## src/rtl/mem_stage.sv

```systemverilog
// mem_stage: memory-access pipeline stage with a single-outstanding data bus handshake.
//
// Loads and stores are issued on the data bus. If the bus answers in the same cycle,
// the access finishes without stalling. If it does not, the bus fields are captured and
// held stable in a WAIT state until ready, and o_stall freezes the upstream stages.
// The stage produces the write-back register (o_wb_data/o_w_idx/o_wb_en) and a
// combinational forward value (o_mem_fw_data) for the execute stage.
//
// Ports:
//   clk, rst             clock (rising edge), asynchronous active-low reset
//   i_alu_res/i_rs2      address or ALU result / store data
//   i_mem_w_en           store; i_wb_sel==01 marks a load
//   i_func3              access size and sign
//   i_pc4, i_w_idx       PC+4 and destination register index
//   i_wb_sel, i_wb_en    write-back source (00 ALU, 01 load, 10 PC+4) and enable
//   o_dmem_*/i_dmem_*    data bus request/response
//   o_stall              freezes fetch/decode/execute
//   o_mem_fw_data        forward value to execute
//   o_wb_data/o_w_idx/o_wb_en  registered write-back
//   o_misaligned         one-cycle flag for a dropped misaligned access
//
// Build option: define MISALIGN_DETECT_EN to drop misaligned halfword/word accesses and
// flag them on o_misaligned. Without it, low address bits beyond the access size are
// ignored and o_misaligned is tied low.

module mem_stage (
    input  logic        clk,
    input  logic        rst,
    input  logic [31:0] i_alu_res,
    input  logic [31:0] i_rs2,
    input  logic        i_mem_w_en,
    input  logic [2:0]  i_func3,
    input  logic [31:0] i_pc4,
    input  logic [4:0]  i_w_idx,
    input  logic [1:0]  i_wb_sel,
    input  logic        i_wb_en,
    output logic        o_dmem_req,
    output logic        o_dmem_we,
    output logic [31:0] o_dmem_addr,
    output logic [31:0] o_dmem_wdata,
    output logic [3:0]  o_dmem_be,
    input  logic        i_dmem_ready,
    input  logic [31:0] i_dmem_rdata,
    output logic        o_stall,
    output logic [31:0] o_mem_fw_data,
    output logic [31:0] o_wb_data,
    output logic [4:0]  o_w_idx,
    output logic        o_wb_en,
    output logic        o_misaligned
);

    typedef enum logic [0:0] {StIdle, StWait} state_e;

    state_e      state_q, state_d;

    logic [31:0] addr_q;
    logic [31:0] wdata_q;
    logic [3:0]  be_q;
    logic        we_q;
    logic [2:0]  func3_q;
    logic [1:0]  lane_q;

    logic [31:0] wb_data_q;
    logic [4:0]  w_idx_q;
    logic        wb_en_q;

    logic        access;
    logic        mis;
    logic        req_idle;
    logic [1:0]  lane_in;
    logic [31:0] addr_in;
    logic [3:0]  be_in;
    logic [31:0] wdata_in;

    logic        bus_req;
    logic        stall;
    logic        capture;

    logic [2:0]  ld_func3;
    logic [1:0]  ld_lane;
    logic [7:0]  ld_byte;
    logic [15:0] ld_half;
    logic [31:0] ld_data;

    assign access  = i_mem_w_en | (i_wb_sel == 2'b01);
    assign lane_in = i_alu_res[1:0];
    assign addr_in = {i_alu_res[31:2], 2'b00};

`ifdef MISALIGN_DETECT_EN
    always_comb begin
        mis = 1'b0;
        if (access) begin
            case (i_func3[1:0])
                2'b01:   mis = lane_in[0];
                2'b10:   mis = |lane_in;
                default: mis = 1'b0;
            endcase
        end
    end
`else
    assign mis = 1'b0;
`endif

    assign req_idle = access & ~mis;

    // Byte enables and lane-replicated store data from the incoming instruction.
    always_comb begin
        be_in    = 4'b1111;
        wdata_in = i_rs2;
        case (i_func3[1:0])
            2'b00: begin
                be_in    = 4'b0001 << lane_in;
                wdata_in = {4{i_rs2[7:0]}};
            end
            2'b01: begin
                be_in    = lane_in[1] ? 4'b1100 : 4'b0011;
                wdata_in = {2{i_rs2[15:0]}};
            end
            default: begin
                be_in    = 4'b1111;
                wdata_in = i_rs2;
            end
        endcase
    end

    always_comb begin
        state_d      = state_q;
        bus_req      = 1'b0;
        stall        = 1'b0;
        o_dmem_we    = i_mem_w_en;
        o_dmem_addr  = addr_in;
        o_dmem_wdata = wdata_in;
        o_dmem_be    = be_in;
        unique case (state_q)
            StIdle: begin
                bus_req = req_idle;
                stall   = req_idle & ~i_dmem_ready;
                if (stall) begin
                    state_d = StWait;
                end
            end
            StWait: begin
                bus_req      = 1'b1;
                stall        = ~i_dmem_ready;
                o_dmem_we    = we_q;
                o_dmem_addr  = addr_q;
                o_dmem_wdata = wdata_q;
                o_dmem_be    = be_q;
                if (i_dmem_ready) begin
                    state_d = StIdle;
                end
            end
            default: state_d = StIdle;
        endcase
    end

    // Gating with rst makes the request drop the moment reset asserts, even if the
    // upstream instruction still presents an access.
    assign o_dmem_req = rst & bus_req;
    assign o_stall    = rst & stall;

    assign capture = (state_q == StIdle) & req_idle & ~i_dmem_ready;

    always_ff @(posedge clk or negedge rst) begin
        if (!rst) begin
            state_q <= StIdle;
            addr_q  <= '0;
            wdata_q <= '0;
            be_q    <= '0;
            we_q    <= 1'b0;
            func3_q <= '0;
            lane_q  <= '0;
        end else begin
            state_q <= state_d;
            if (capture) begin
                addr_q  <= addr_in;
                wdata_q <= wdata_in;
                be_q    <= be_in;
                we_q    <= i_mem_w_en;
                func3_q <= i_func3;
                lane_q  <= lane_in;
            end
        end
    end

    // Load alignment and extension.
    assign ld_func3 = (state_q == StWait) ? func3_q : i_func3;
    assign ld_lane  = (state_q == StWait) ? lane_q  : lane_in;

    always_comb begin
        ld_byte = i_dmem_rdata[7:0];
        case (ld_lane)
            2'd0:    ld_byte = i_dmem_rdata[7:0];
            2'd1:    ld_byte = i_dmem_rdata[15:8];
            2'd2:    ld_byte = i_dmem_rdata[23:16];
            default: ld_byte = i_dmem_rdata[31:24];
        endcase
    end

    assign ld_half = ld_lane[1] ? i_dmem_rdata[31:16] : i_dmem_rdata[15:0];

    always_comb begin
        ld_data = i_dmem_rdata;
        case (ld_func3)
            3'b000:  ld_data = {{24{ld_byte[7]}}, ld_byte};
            3'b001:  ld_data = {{16{ld_half[15]}}, ld_half};
            3'b100:  ld_data = {24'd0, ld_byte};
            3'b101:  ld_data = {16'd0, ld_half};
            default: ld_data = i_dmem_rdata;
        endcase
    end

    assign o_mem_fw_data = (i_wb_sel == 2'b10) ? i_pc4 : i_alu_res;

    // Write-back register; a stalled cycle inserts a bubble and holds data/index.
    always_ff @(posedge clk or negedge rst) begin
        if (!rst) begin
            wb_data_q <= '0;
            w_idx_q   <= '0;
            wb_en_q   <= 1'b0;
        end else if (stall) begin
            wb_en_q <= 1'b0;
        end else begin
            case (i_wb_sel)
                2'b01:   wb_data_q <= ld_data;
                2'b10:   wb_data_q <= i_pc4;
                default: wb_data_q <= i_alu_res;
            endcase
            w_idx_q <= i_w_idx;
            wb_en_q <= i_wb_en & ~mis;
        end
    end

`ifdef MISALIGN_DETECT_EN
    logic misaligned_q;

    // A misaligned access never leaves IDLE, so the flag lasts exactly one cycle.
    always_ff @(posedge clk or negedge rst) begin
        if (!rst) begin
            misaligned_q <= 1'b0;
        end else begin
            misaligned_q <= mis & (state_q == StIdle);
        end
    end

    assign o_misaligned = misaligned_q;
`else
    assign o_misaligned = 1'b0;
`endif

    assign o_wb_data = wb_data_q;
    assign o_w_idx   = w_idx_q;
    assign o_wb_en   = wb_en_q;

endmodule

```

## config.mk

```make
export PLATFORM = sky130hd
export DESIGN_NAME = mem_stage
export DESIGN_NICKNAME = d
export VERILOG_FILES = /design/src/rtl/mem_stage.sv
export SDC_FILE = /design/constraint.sdc
export NUM_CORES = 1
export LEC_CHECK = 0
export CAP_MARGIN = 20
export CORE_UTILIZATION = 47
export DETAILED_ROUTE_END_ITERATION = 8
export PLACE_DENSITY = 0.87
export SETUP_SLACK_MARGIN = 0.5
export SLEW_MARGIN = 5
export SYNTH_ARGS = -nofsm -noshare
export SYNTH_HDL_FRONTEND = slang
export SYNTH_SLANG_ARGS = --single-unit
export TNS_END_PERCENT = 5
```

## constraint.sdc

```tcl
create_clock -name clk -period 4.1 [get_ports clk]
set_input_delay 0.615 -clock clk [delete_from_list [all_inputs] [get_ports clk]]
set_output_delay 0.615 -clock clk [all_outputs]
set_load 0.01 [all_outputs]
```

# Word level (Yosys, flattened, before mapping)
# Index checks and enable logic that the tools add are counted.
[op_classes]
eq_ne = 8
shifts = 1
n_mux = 20
bitwise_logic = 8
reduce_logical = 3
[ops]
columns = ["cell", "count"]
rows = [
  ["$pmux 32 s2", 2],
  ["$pmux 32 s4", 1],
  ["$mux 32", 3],
  ["$pmux 8 s3", 1],
  ["$mux 16", 1],
  ["$mux 4", 2],
  ["$pmux 4 s2", 1],
  ["$eq 2x1->1 const B", 3],
  ["$eq 3x3->1 const B", 2],
  ["$pmux 1 s2", 3],
  ["$and 1x1->1", 5],
  ["$eq 2x2->1 const B", 2],
  ["$logic_not 2->1", 2],
  ["$mux 1", 4],
  ["$shl 1x2->4 const A", 1],
  ["$eq 3x1->1 const B", 1],
  ["$logic_not 3->1", 1],
  ["$mux 3", 1],
  ["$mux 2", 1],
  ["$not 1->1", 2],
  ["$or 1x1->1", 1],
]
[word_totals]
regBits = 111
input_bits = 143
output_inout_bits = 142
wordCells = 50

# Logic depth before layout (Yosys ltp)
[depth]
depth_word = 5
ltp_mapped = 10
ltp_nobuf = 8

# Least setup slack after synthesis
# No wires, ideal clock.
[synth_path]
kind = "input -> output"
from = "input i_func3[1]"
to = "output o_dmem_wdata[24]"
t_arrival_ns = 1.872
t_required_ns = 3.485
path_slack_ns = 1.613
stages = 5
path_buffers = 3
cell_sequence = "clkbuf_1 > buf_1 > buf_1 > a21oi_1 > o21ai_0"
[synth_between]
elab_chain_len = 3
elab_cells_between_ends = 4
cone_classes = "eq/ne (1); mux (2); reduce/logical (1)"
[synth_lines]
columns = ["item", "line", "text"]
rows = [
  ["start: declaration", "32", "input logic [2:0] i_func3,"],
  ["$eq 2x1->1 or $logic_not 2->1 (tied branches)", "110", "case (i_func3[1:0])"],
  ["$pmux 32 s2 *", "110", ""],
  ["$mux 32 *", "134", "unique case (state_q)"],
  ["end: declaration", "40", "output logic [31:0] o_dmem_wdata,"],
]
# Every way passes the cells marked *; elsewhere a longest branch is shown, timed or not.

# Final worst setup path
[layout_path]
from = "input i_wb_sel[0]"
to = "output o_mem_fw_data[22]"
[layout_between]
elab_chain_len = 2
[layout_lines]
columns = ["item", "line", "text"]
rows = [
  ["start: declaration", "35", "input logic [1:0] i_wb_sel,"],
  ["$eq 2x2->1", "213", "assign o_mem_fw_data = (i_wb_sel == 2'b10) ? i_pc4 : i_alu_res;"],
  ["$mux 32", "213", ""],
  ["end: declaration", "45", "output logic [31:0] o_mem_fw_data,"],
]
# Every way passes these cells.

==> reports/results.tsv <==
stage	metric	value	unit
die	DIE HEIGHT	123	um
finish	area occupied by multi-input gates	0.00371	mm2
drt	DRC	0	
critical_path	CP Capture Type	output pin	
die	Initial Util	0.488	
synthesis	number of flops mapped to enable cells by yosys	0	
drt	Initial DRT Pass Iterations	5	
clocking	CTS clk-pin slew, worst paths	0.07	ns
placement	gp weighted congestion	0.892	
timing	max-slew violations	0	
critical_path	CP max stage delay	0.57	ns
clocking	post-CTS setup buffers	0	
synthesis	top-area cell type share of the netlist area	0.405	
critical_path	Startpoint Class	input port	
finish	Filler cells	1039	
status	status	complete, no violations	
pwr	Power Density	364	mW/mm2
drt	WL final	23.9	mm
die	Core ar.	0.0140	mm2
placement	HPWL after DPL	17.7	mm
finish	Seq. cell area	0.00278	mm2
synthesis	Syn. warnings	0	
drt	drt first-iter violations	434	
global_route	Total Routing Usage GR	0.319	
timing	crit share post-route	0.822	
placement	Port Buffer Count	281	
finish	Antenna Cells	0	
critical_path	WP data arrival	2.76	ns
timing	TNS Setup	0	ns
critical_path	crit-path cells	clkdlybuf4s50_1, inv_1, ha_4, buf_4, nand2_1, o21ai_0, clkdlybuf4s50_1	
pwr	Leak	4.16	nW
critical_path	Worst Path Required	3.48	ns
synthesis	largest cells by area after synthesis	dfrtp_1 (41%), mux2_2 (15%), o21ai_0 (11%)	
clocking	H-tree levels	3	
critical_path	Crit Path Max Fanout	35	
finish	P&R area growth vs syn	47.2	%
drt	via count	7083	
timing	Worst Tran Pin Value	0.966	ns
clocking	CTS hold repair buffers	0	
timing	Final Hold Violating Endpoints	0	
pwr	peak supply drop	0.285	mV
die	Rows	43	
synthesis	most instantiated library cell after synthesis	nand2_1	
synthesis	#FFs+latches synth	111	
finish	final non-filler cell total	1227	
finish	Layout Cell Area excl Fill	0.0101	mm2
synthesis	Avg Inst Size Synth	8.60	um2
global_route	initial antenna violation count	0	
die	# IOs	285	
synthesis	post-synth top area cell	dfrtp_1	
critical_path	Worst path most repeated cell	clkdlybuf4s50_1	
clocking	clock sink total	111	
critical_path	Worst path top cell family by delay	buffers and inverters	
drt	Routed wire per std cell	19.4	um
finish	fin nets	1187	
synthesis	Syn Inst Count	797	
timing	fmax	0.297	GHz
timing	RSZ-0062 raised after global routing	no	
finish	layout cells sized above 1	0.126	
global_route	first-pass GRT wire length	36.3	mm
timing	final setup fails	0	
critical_path	kind of critical path	input port to output pin	
clocking	Inserted Clock Buffers	9	
timing	Slew HR	0.356	
die	die width	123	um
placement	Placement Cell Area	0.00976	mm2
run	MaxCap Viol Count	0	
synthesis	Synth Cell Area	0.00685	mm2
synthesis	ys async rst share	1.00	
placement	placed insts	1211	
critical_path	WP buf/inv	4	
synthesis	Synth cell types	42	
synthesis	post-synthesis sequential area ratio	0.405	
finish	end-of-flow core utilization	0.718	
synthesis	commonest register cell after synthesis	dfrtp_1	
clocking	clock buffer depth	2	
die	Die Footprint	0.0151	mm2
global_route	number of global-route vias before repair	6648	
timing	Clock Skew	0.0107	ns
worst_hold_path	Hold Crit Class	input port to async pin	
synthesis	list of most frequent post-synthesis cells	nand2_1 (166), o21ai_0 (154), dfrtp_1 (111), mux2_2 (92), clkbuf_1 (50)	
drt	post-route ant nets	0	
global_route	Overflow after GRT	0	
drt	Avg Vias per Cell	5.77	
global_route	largest net degree at the start of global routing	73	
clocking	latest clock arrival within the worst-skew pair	0.36	ns
critical_path	CP max stage cell	clkdlybuf4s50_1	
timing	min cycle time layout	3.37	ns
clocking	Clock Tree Root	clkbuf_16	
clocking	CTS tree	done	
==> timing repair <==
item / 4_1_cts / 5_1_grt
hold endpoints to repair: 0 / 0
setup endpoints to repair: 0 / 16
gates resized for setup: 0 / 1
==> through the flow <==
| stage | total power, mW | worst slack (ns) | hold slack [ns] |
|---|---|---|---|
| 5_1_grt | 3.85 | 0.580 | 0.267 |
| 6_report | 3.67 | 0.730 | 0.226 |
| 3_5_place_dp | 2.73 | 0.512 | 0.455 |
| 4_1_cts | 3.68 | 0.505 | 0.239 |
| 2_1_floorplan | 2.03 | 1.61 | 0.319 |
| 3_3_place_gp | 2.69 | 0.589 | 0.450 |
==> state kept, by name, summed over array words and instances, names as in the netlist <==
| signal | count |
|---|---|
| addr_q | 30 |
| we_q | 1 |
| o_wb_data | 32 |
| func3_q | 3 |
| wdata_q | 32 |
| o_w_idx | 5 |
| state_q | 1 |
| lane_q | 2 |
| o_wb_en | 1 |
| be_q | 4 |
==> report_power, final <==
part	switching (mW)	leakage [nW]	total (mW)	internal, mW
registers	0.112	1.33	1.40	1.29
clock network	0.418	0.159	0.944	0.526
logic	0.623	2.67	1.32	0.700
==> cell type report <==
class                   instances  share of cell area
multi-input cells             591               0.368
clock inverters                 4             0.00521
well taps                     180              0.0223
inverters                      33              0.0123
flip-flops and latches        111               0.276
repair buffers                296               0.290
clock buffers                  12              0.0264
==> kinds of logic (layout without fill, tap and decap cells) <==
| group | Yosys count | count (layout) | share of synthesized area |
|---|---|---|---|
| compound gates | 261 | 261 | 0.225 |
| fa+ha+maj | 2 | 2 | 0.00365 |
| buf+inv | 97 | 345 | 0.0573 |
| flops | 111 | 111 | 0.405 |
| mux | 115 | 115 | 0.186 |
| other cells | 1 | 3 | 0.000547 |
| simple gates | 210 | 210 | 0.122 |
==> layout by cell type, fill, tap and decap left out, types with 3 or more instances in the layout <==
cell,instances
mux2i_1,21
nand2_1,166
or3_1,6
buf_4,16
clkbuf_8,3
mux2_2,92
o211ai_1,24
nor3_1,5
clkbuf_16,9
a211oi_1,9
o221ai_1,14
nor2_1,23
conb_1,3
dfrtp_1,110
clkdlybuf4s50_1,280
o21ai_0,154
inv_1,33
a2bb2oi_1,7
o21ai_1,12
a21oi_1,29
==> routing by layer <==
metal | global-route usage | part of all wire | vias up
li1 | - | - | 3296
met1 | 0.410 | 0.41 | 3401
met2 | 0.519 | 0.48 | 323
met3 | 0.0553 | 0.071 | 63
met4 | 0.151 | 0.041 | 0
met5 | 0 | 0 | -
==> final timing paths <==
| path | startpoint | depth (start not counted) | slack (ns) | to |
|---|---|---|---|---|
| max | i_wb_sel[0] | 7 | 0.73 | o_mem_fw_data[22] |
| min | rst | 1 | 0.23 | o_w_idx[1] |
| max reg2reg | state_q | 7 | 1.07 | o_wb_data[4] |
| min reg2reg | o_w_idx[4] | 2 | 0.47 | o_w_idx[4] |
| max in group asynchronous | rst | 2 | 2.43 | state_q |
| min in group clk | o_w_idx[4] | 2 | 0.47 | o_w_idx[4] |
Note: power is estimated with default switching activity, not from simulation.
